## src/rtl/ofdmbbp_dac_sequencer.sv

```systemverilog
// OFDM BBP -> ad9361 DAC sample sequencer: circular prefill buffer, playout FSM,
// underflow/overflow flags. Optional build macro: OFDMBBP_SEQ_HOLD_LAST_EN (hold last sample on starvation).
module ofdmbbp_dac_sequencer #(
    parameter int NUM_CH     = 2,
    parameter int DATA_WIDTH = 16,
    parameter int ADDR_WIDTH = 4,
    parameter int PREFILL    = 8
) (
    input  logic                           clk,
    input  logic                           rstn,
    input  logic                           enable,
    input  logic                           in_valid,
    output logic                           in_ready,
    input  logic [NUM_CH*2*DATA_WIDTH-1:0] in_data,
    input  logic                           dac_valid,
    output logic [NUM_CH*2*DATA_WIDTH-1:0] dac_data,
    output logic                           dac_dunf,
    output logic                           dac_dovf,
    output logic [ADDR_WIDTH:0]            level,
    output logic [15:0]                    unf_count,
    input  logic                           clr_count
);

    localparam int SW    = NUM_CH * 2 * DATA_WIDTH;
    localparam int DEPTH = 1 << ADDR_WIDTH;
    localparam logic [ADDR_WIDTH:0] LVL_FULL = (ADDR_WIDTH + 1)'(DEPTH);
    localparam logic [ADDR_WIDTH:0] LVL_PRE  = (ADDR_WIDTH + 1)'(PREFILL);
    localparam logic [ADDR_WIDTH:0] LVL_ZERO = '0;
    localparam logic [ADDR_WIDTH:0] LVL_ONE  = (ADDR_WIDTH + 1)'(1);

    typedef enum logic [1:0] {
        S_IDLE,
        S_PREFILL,
        S_RUN
    } state_t;

    state_t                state;
    state_t                state_nxt;
    logic [SW-1:0]         mem [DEPTH];
    logic [ADDR_WIDTH-1:0] wr_ptr;
    logic [ADDR_WIDTH-1:0] rd_ptr;
    logic [SW-1:0]         fill_data;
    logic                  flush;
    logic                  push;
    logic                  pop;
    logic                  unf;
    logic                  ovf;
    logic                  prefill_rd;

`ifdef OFDMBBP_SEQ_HOLD_LAST_EN
    // Starved strobes repeat the last sample set that was played out
    assign fill_data = dac_data;
`else
    // Starved strobes send silence to the DAC
    assign fill_data = '0;
`endif

    // Handshake and event decode, all from registered state
    always_comb begin
        flush      = 1'b0;
        in_ready   = 1'b0;
        push       = 1'b0;
        pop        = 1'b0;
        unf        = 1'b0;
        ovf        = 1'b0;
        prefill_rd = 1'b0;
        flush      = !enable || (state == S_IDLE);
        in_ready   = enable && (level != LVL_FULL) && (state != S_IDLE);
        push       = in_valid && in_ready;
        ovf        = in_valid && !in_ready && (state != S_IDLE);
        if (!flush) begin
            pop        = (state == S_RUN) && dac_valid && (level != LVL_ZERO);
            unf        = (state == S_RUN) && dac_valid && (level == LVL_ZERO);
            prefill_rd = (state == S_PREFILL) && dac_valid;
        end
    end

    // Next-state logic; disable overrides every transition
    always_comb begin
        state_nxt = state;
        unique case (state)
            S_IDLE: begin
                if (enable) state_nxt = S_PREFILL;
            end
            S_PREFILL: begin
                if (level >= LVL_PRE) state_nxt = S_RUN;
            end
            S_RUN: begin
                if (unf) state_nxt = S_PREFILL;
            end
            default: state_nxt = S_IDLE;
        endcase
        if (!enable) state_nxt = S_IDLE;
    end

    // State register
    always_ff @(posedge clk or negedge rstn) begin
        if (!rstn) state <= S_IDLE;
        else       state <= state_nxt;
    end

    // Sample storage, no reset needed since occupancy gates every read
    always_ff @(posedge clk) begin
        if (push) mem[wr_ptr] <= in_data;
    end

    // Pointers and occupancy, cleared whenever the path is flushed
    always_ff @(posedge clk or negedge rstn) begin
        if (!rstn) begin
            wr_ptr <= '0;
            rd_ptr <= '0;
            level  <= '0;
        end else if (flush) begin
            wr_ptr <= '0;
            rd_ptr <= '0;
            level  <= '0;
        end else begin
            if (push) wr_ptr <= wr_ptr + 1'b1;
            if (pop)  rd_ptr <= rd_ptr + 1'b1;
            unique case ({push, pop})
                2'b10:   level <= level + LVL_ONE;
                2'b01:   level <= level - LVL_ONE;
                default: level <= level;
            endcase
        end
    end

    // DAC output register: pop, fill on starvation, otherwise hold
    always_ff @(posedge clk or negedge rstn) begin
        if (!rstn) begin
            dac_data <= '0;
        end else if (flush) begin
            dac_data <= '0;
        end else if (pop) begin
            dac_data <= mem[rd_ptr];
        end else if (unf || prefill_rd) begin
            dac_data <= fill_data;
        end
    end

    // One-cycle status pulses
    always_ff @(posedge clk or negedge rstn) begin
        if (!rstn) begin
            dac_dunf <= 1'b0;
            dac_dovf <= 1'b0;
        end else begin
            dac_dunf <= unf;
            dac_dovf <= ovf;
        end
    end

    // Saturating underflow counter; a clear coinciding with underflow leaves 1
    always_ff @(posedge clk or negedge rstn) begin
        if (!rstn) begin
            unf_count <= '0;
        end else if (clr_count) begin
            unf_count <= unf ? 16'd1 : 16'd0;
        end else if (unf && (unf_count != 16'hFFFF)) begin
            unf_count <= unf_count + 16'd1;
        end
    end

endmodule

```

## config.mk

```make
export PLATFORM = sky130hd
export DESIGN_NAME = ofdmbbp_dac_sequencer
export DESIGN_NICKNAME = d
export VERILOG_FILES = /design/src/rtl/ofdmbbp_dac_sequencer.sv
export SDC_FILE = /design/constraint.sdc
export NUM_CORES = 1
export LEC_CHECK = 0
export CAP_MARGIN = 40
export CORE_MARGIN = 2
export CORE_UTILIZATION = 47
export DETAILED_ROUTE_END_ITERATION = 10
export GPL_ROUTABILITY_DRIVEN = 0
export HOLD_SLACK_MARGIN = 0.05
export PLACE_DENSITY = 0.67
export SYNTH_ARGS = -nofsm -noshare
export SYNTH_HDL_FRONTEND = slang
export SYNTH_SLANG_ARGS = --single-unit
```

## constraint.sdc

```tcl
create_clock -name clk -period 13.3 [get_ports clk]
set_input_delay 1.33 -clock clk [delete_from_list [all_inputs] [get_ports clk]]
set_output_delay 1.33 -clock clk [all_outputs]
set_load 0.1 [all_outputs]
```

[Word level (Yosys, flattened, before mapping)]
Memories as Yosys holds them, arrays and structs flattened.
Index checks and enable logic that the tools add are counted.
Word-level totals
  bits of input ports: 70
  memories kept: 1
  memory bits (writable): 1024
  flip-flop bits (word level): 97
  word-level logic and storage cells: 68
  output and inout port bits: 88
Operators by class
  reductions and logical operators: 24
  muxes and demuxes: 21
  $add $sub $neg: 5
  order comparisons: 1
  equality and inequality tests: 8
Memory list
  mem: words 16, bits a word 64, rd ports 1, clocked after memory_dff 0, write ports 1, line 39  | logic [SW-1:0] mem [DEPTH];
Operators with widths (number)
  $mux 64: 3
  $mux 16: 2
  $add 16x1->16 const B: 1
  $mux 4: 4
  $ne 16x16->1 const B: 1
  $logic_and 1x1->1: 10
  $pmux 5 s2: 1
  $add 4x1->4 const B: 2
  $reduce_bool 2->1: 4
  $mux 1: 6
  $mux 2: 3
  $pmux 2 s3: 1
  $reduce_bool 3->1: 2
  $add 5x1->5 const B: 1
  $ge 5x4->1 const B: 1
  $logic_not 5->1: 1
  $mux 5: 1
  $ne 5x5->1 const B: 1
  $reduce_bool 5->1: 1
  $sub 5x1->5 const B: 1
  $eq 2x1->1 const B: 2
  $eq 2x2->1 const B: 2
  $ne 3x2->1 const B: 1
  $ne 3x3->1 const B: 1
  4 further kinds: 6

[Longest topological paths before layout]
  depth after elaboration: 8
  gate-level depth with buffers: 11
  gate-level depth less buffers: 9

[Worst setup path before layout]
OpenSTA, ideal clock, no wires.
  path type: input to register
  from: input port enable
  to: memory mem[0][0] (netlist name), enable pin
  arrival: 7.736 ns
  slack: 4.920 ns
  path buffers: 0
  stages on the path: 3
  library setup time: 0.644 ns
  data required time: 12.656 ns
  cells stage by stage: o211ai_1 -> a21o_1 -> nor4_1
On the way
  longest elaborated chain between the ends: 5
RTL lines
  from (decl): line 11  | input logic enable,
  $logic_and 1x1->1 (2 in series): line 68  | in_ready = enable && (level != LVL_FULL) && (state != S_IDLE);
  $logic_and 1x1->1: line 69  | push = in_valid && in_ready;
  $mux 1: line 104  | if (push) mem[wr_ptr] <= in_data;
  $mux 1 (implied by the code): line 104
  to (decl): line 39
No other way between the ends.

[Worst setup path after layout]
  from: input port enable
  to: output port in_ready
On the way
  longest elaborated chain between the ends: 2
RTL lines
  $logic_and 1x1->1 (2 in series): line 68
  to (decl): line 13  | output logic in_ready,
No other way between the ends.

==> flow_summary.rst <==
.. list-table::
   :header-rows: 1

   * - Metric
     - Value
   * - Status
     - finished clean
   * - Number of global-route vias before repair
     - 21.7k
   * - Clock Sinks
     - 1,121
   * - Setup Fix Bufs, Post-CTS
     - 0
   * - Max cap viols
     - 0
   * - Drt wl/cell
     - 26.3 um
   * - Largest fanout of any net on the critical path
     - 8
   * - Mux cell area share after synthesis
     - 15.1%
   * - NumNets Final
     - 2,326
   * - Fraction of synthesized cell area in xor and xnor cells
     - 0.308%
   * - Cell area after synthesis
     - 42,700 um^2
   * - Final slew viol count
     - 0
   * - Library cells used by synthesis
     - 53
   * - P per Cell Area
     - 140 nW/um^2
   * - Number of DRC violations after detailed-routing iteration 0
     - 1,789
   * - Detailed placement HPWL
     - 50,000 um
   * - Sum of negative setup slack
     - 0 ns
   * - Area inside the core boundary
     - 90,000 um^2
   * - Required time of the worst setup path
     - 11.97 ns
   * - Initial Utilization
     - 47.4%
   * - First-pass DRT Iterations
     - 7
   * - Synth Flop Type
     - sky130_fd_sc_hd__edfxtp_1
   * - Worst Setup End Kind
     - primary output
   * - Static leakage
     - 16.1 nW
   * - Tightest Hold Check Type
     - register to register
   * - Total number of placement rows
     - 110
   * - Element type at the critical path start
     - input pin
   * - Area Overhead vs Synth
     - 20.3%
   * - Latest clock arrival within the worst-skew pair
     - 0.69 ns
   * - Total routing resource utilization after global routing
     - 20.1%
   * - Number of clock buffers inserted by TritonCTS
     - 109
   * - Wire length of the first global-routing pass
     - 140,000 um
   * - Adder and majority gate portion of the synthesized area
     - 0.258%
   * - Tightest slew margin relative to the limit
     - 40.4%
   * - Overall routed net length
     - 92,400 um
   * - Pin count of the biggest net entering global routing
     - 60
   * - Number of fill cells in the layout
     - 6,532
   * - Library cell used as clock root buffer
     - sky130_fd_sc_hd__clkbuf_16
   * - Post-route fraction of the period consumed by the critical path
     - 33.6%
   * - Initial antenna violation count
     - 12
   * - Slew at the pin closest to its max-slew limit
     - 0.894 ns
   * - Clock H-tree levels
     - 3
   * - CTS tree
     - built
   * - Max frequency
     - 224 MHz
   * - IO Port Bufs
     - 157
   * - Biggest cell delay along the critical path
     - 0.62 ns
   * - DIE WIDTH
     - 305 um
   * - Net count after synthesis
     - 2,026
   * - Number of enable flip-flop cells after synthesis
     - 1,024
   * - Number of instances in the synthesized netlist
     - 1,948
   * - I/O Pins
     - 158
   * - Chip Height
     - 305 um
   * - Overall via count from detail_route
     - 20.7k
   * - Max IR drop VDD
     - 99.5 uV
   * - Post-synthesis sequential element count
     - 1,121
   * - Post_cts resized
     - 0
   * - Critical-path top delay cell
     - sky130_fd_sc_hd__clkdlybuf4s50_1
   * - Setup repair after global routing missed its margin
     - no
   * - Detailed-route DRC error count
     - 0
   * - CTS Buffer Depth
     - 3
   * - Sequential element share of the synthesized area
     - 77.8%
   * - Number of warnings reported in the yosys synthesis log
     - 0
   * - Number of buffers added to fix hold violations after cts
     - 0
   * - ANT nets after route
     - 0
   * - Most common cell on crit path
     - sky130_fd_sc_hd__clkdlybuf4s50_1
   * - Fraction of layout cells with a size suffix above 1
     - 25.7%
   * - Vias per cell
     - 5.87
   * - Final critical delay including setup and external delays
     - 4.47 ns
   * - Cells along the critical path
     - clkdlybuf4s50_1 -> o21ai_0 -> a21oi_1 -> clkdlybuf4s50_1 -> buf_8
   * - Share of flip-flops with an asynchronous set or reset after synthesis
     - 8.65%
   * - Area of the die
     - 93,200 um^2
   * - FF-to-FF setup slack
     - 9.84 ns
   * - Clock transition time at the flip-flop clock pins of the worst setup and hold paths
     - 0.06 ns
   * - Worst clock skew
     - 0.0462 ns
   * - Classification of the worst setup path
     - input pin to primary output
   * - Final hold viol count
     - 0
   * - Global route total overflow
     - 0
   * - Utilization of the core after routing
     - 57.0%
   * - Number of failing setup endpoints in the final timing report
     - 0
   * - Worst path arrival time
     - 3.14 ns
   * - Fraction of the mapped netlist area in simple logic gates
     - 1.32%
   * - Mean area per synthesized cell
     - 21.9 um^2
   * - Compound-cell area share of the yosys netlist
     - 4.06%
   * - Main combinational cell family by area after synthesis
     - multiplexers
-- through the flow --
stage / worst slack, ns / std cells / hold slack (ns) / total power, mW / instance area (um^2)
after floorplan: 4.92 / 1948 / 0.556 / 3.98 / 42700
after global routing: 8.71 / 3519 / 0.516 / 7.40 / 51300
after detailed placement: 8.38 / 3313 / 0.492 / 4.07 / 47600
after global placement: 8.06 / 3209 / 0.487 / 4.06 / 45700
final: 8.83 / 3519 / 0.501 / 7.20 / 51300
after CTS: 8.84 / 3513 / 0.508 / 7.26 / 51300
-- cell usage after synthesis (2+ instances only) --
library cell	count	area, um^2
sky130_fd_sc_hd__a2111oi_1	3	30.0
sky130_fd_sc_hd__a2111oi_2	3	45.0
sky130_fd_sc_hd__a21oi_1	17	85.1
sky130_fd_sc_hd__a22o_1	64	561
sky130_fd_sc_hd__a22oi_1	64	480
sky130_fd_sc_hd__a31oi_1	2	12.5
sky130_fd_sc_hd__and2_1	8	50.1
sky130_fd_sc_hd__and3_1	2	12.5
sky130_fd_sc_hd__buf_1	15	56.3
sky130_fd_sc_hd__buf_2	29	145
sky130_fd_sc_hd__clkbuf_1	67	251
sky130_fd_sc_hd__dfrtp_1	97	2430
sky130_fd_sc_hd__edfxtp_1	1024	30700
sky130_fd_sc_hd__ha_1	8	100
sky130_fd_sc_hd__inv_1	14	52.6
sky130_fd_sc_hd__mux2i_1	68	681
sky130_fd_sc_hd__mux4_2	256	5770
sky130_fd_sc_hd__nand2_1	20	75.1
sky130_fd_sc_hd__nand2b_1	2	12.5
sky130_fd_sc_hd__nand3_1	9	45.0
sky130_fd_sc_hd__nand4_1	4	25.0
sky130_fd_sc_hd__nor2_1	28	105
sky130_fd_sc_hd__nor2b_1	2	12.5
sky130_fd_sc_hd__nor3_1	7	35.0
sky130_fd_sc_hd__nor3_2	2	20.0
sky130_fd_sc_hd__nor4_1	8	50.1
sky130_fd_sc_hd__o211ai_1	2	15.0
sky130_fd_sc_hd__o21a_1	3	22.5
sky130_fd_sc_hd__o21ai_0	79	395
sky130_fd_sc_hd__or3_1	5	31.3
sky130_fd_sc_hd__xnor2_1	10	87.6
sky130_fd_sc_hd__xor2_1	5	43.8
-- per-layer routing --
| layer | vias to the layer above | track usage [%] | wire length (um) |
|---|---|---|---|
| met4 | 10 | 5.66 | 2000 |
| met1 | 11000 | 26.6 | 37200 |
| met2 | 662 | 34.6 | 47800 |
| met5 | - | 0 | 54 |
| li1 | 8837 | - | - |
| met3 | 144 | 3.61 | 5420 |
-- worst paths after layout --
check / startpoint / cells after the start / to
hold reg to reg: dac_data[47] / 1 / dac_data[47]
setup reg to reg: rd_ptr[0] / 8 / dac_data[60]
max in group asynchronous: rstn / 3 / rd_ptr[3]
setup / recovery: enable / 5 / in_ready
hold / removal: dac_data[47] / 1 / dac_data[47]
min in group asynchronous: rstn / 1 / dac_data[33]
-- registers in the layout (all words and copies together) (netlist names) --
signal / cells
mem: 1024
dac_data: 64
unf_count: 16
level: 5
rd_ptr: 4
wr_ptr: 4
state: 2
dac_dovf: 1
dac_dunf: 1
-- cells in the final DEF (no fill, tap or decap), types with 17 or more instances in the layout --
master / synthesis / routed
sky130_fd_sc_hd__clkinv_2: 0 / 23
sky130_fd_sc_hd__edfxtp_1: 1024 / 1024
sky130_fd_sc_hd__o21ai_0: 79 / 79
sky130_fd_sc_hd__clkdlybuf4s50_1: 0 / 156
sky130_fd_sc_hd__clkinv_1: 0 / 17
sky130_fd_sc_hd__dfrtp_1: 97 / 93
sky130_fd_sc_hd__a22oi_1: 64 / 64
sky130_fd_sc_hd__buf_4: 1 / 41
sky130_fd_sc_hd__nor2_1: 28 / 23
sky130_fd_sc_hd__mux2i_1: 68 / 68
sky130_fd_sc_hd__mux4_2: 256 / 256
sky130_fd_sc_hd__bufinv_16: 0 / 19
sky130_fd_sc_hd__nand2_1: 20 / 20
sky130_fd_sc_hd__a21oi_1: 17 / 17
sky130_fd_sc_hd__buf_8: 0 / 75
sky130_fd_sc_hd__a22o_1: 64 / 64
sky130_fd_sc_hd__clkbuf_1: 67 / 17
sky130_fd_sc_hd__clkbuf_16: 0 / 109
sky130_fd_sc_hd__buf_16: 0 / 26
-- kinds of logic after synthesis --
family | count (synthesis)
xor+xnor | 15
simple gates | 106
buf+inv | 126
compound gates | 247
fa+ha+maj | 9
mux | 324
flops | 1121
-- worst max-delay path, delay by kind of cell --
kind | cells | cell delay [ns]
buffers and inverters | 3 | 1.37
AO/OA/AOI/OAI | 2 | 0.44
-- power breakdown --
| part | leakage, nW | switching [mW] | internal [mW] |
|---|---|---|---|
| sequential | 10.6 | 0.00518 | 3.86 |
| clock | 1.84 | 1.29 | 1.91 |
| combinational | 3.70 | 0.0917 | 0.0427 |
-- area by class of cell --
class / instances / area [um^2] / area share (%)
Inverter: 14 / 52.6 / 0.102
Multi-Input combinational cell: 701 / 9080 / 17.7
Antenna cell: 6 / 15.0 / 0.0292
Clock inverter: 68 / 890 / 1.73
Timing Repair Buffer: 301 / 3760 / 7.32
Sequential cell: 1121 / 33200 / 64.7
Tap cell: 1176 / 1470 / 2.87
Clock buffer: 132 / 2870 / 5.60
No activity file was read; power rests on OpenSTA's default activity.
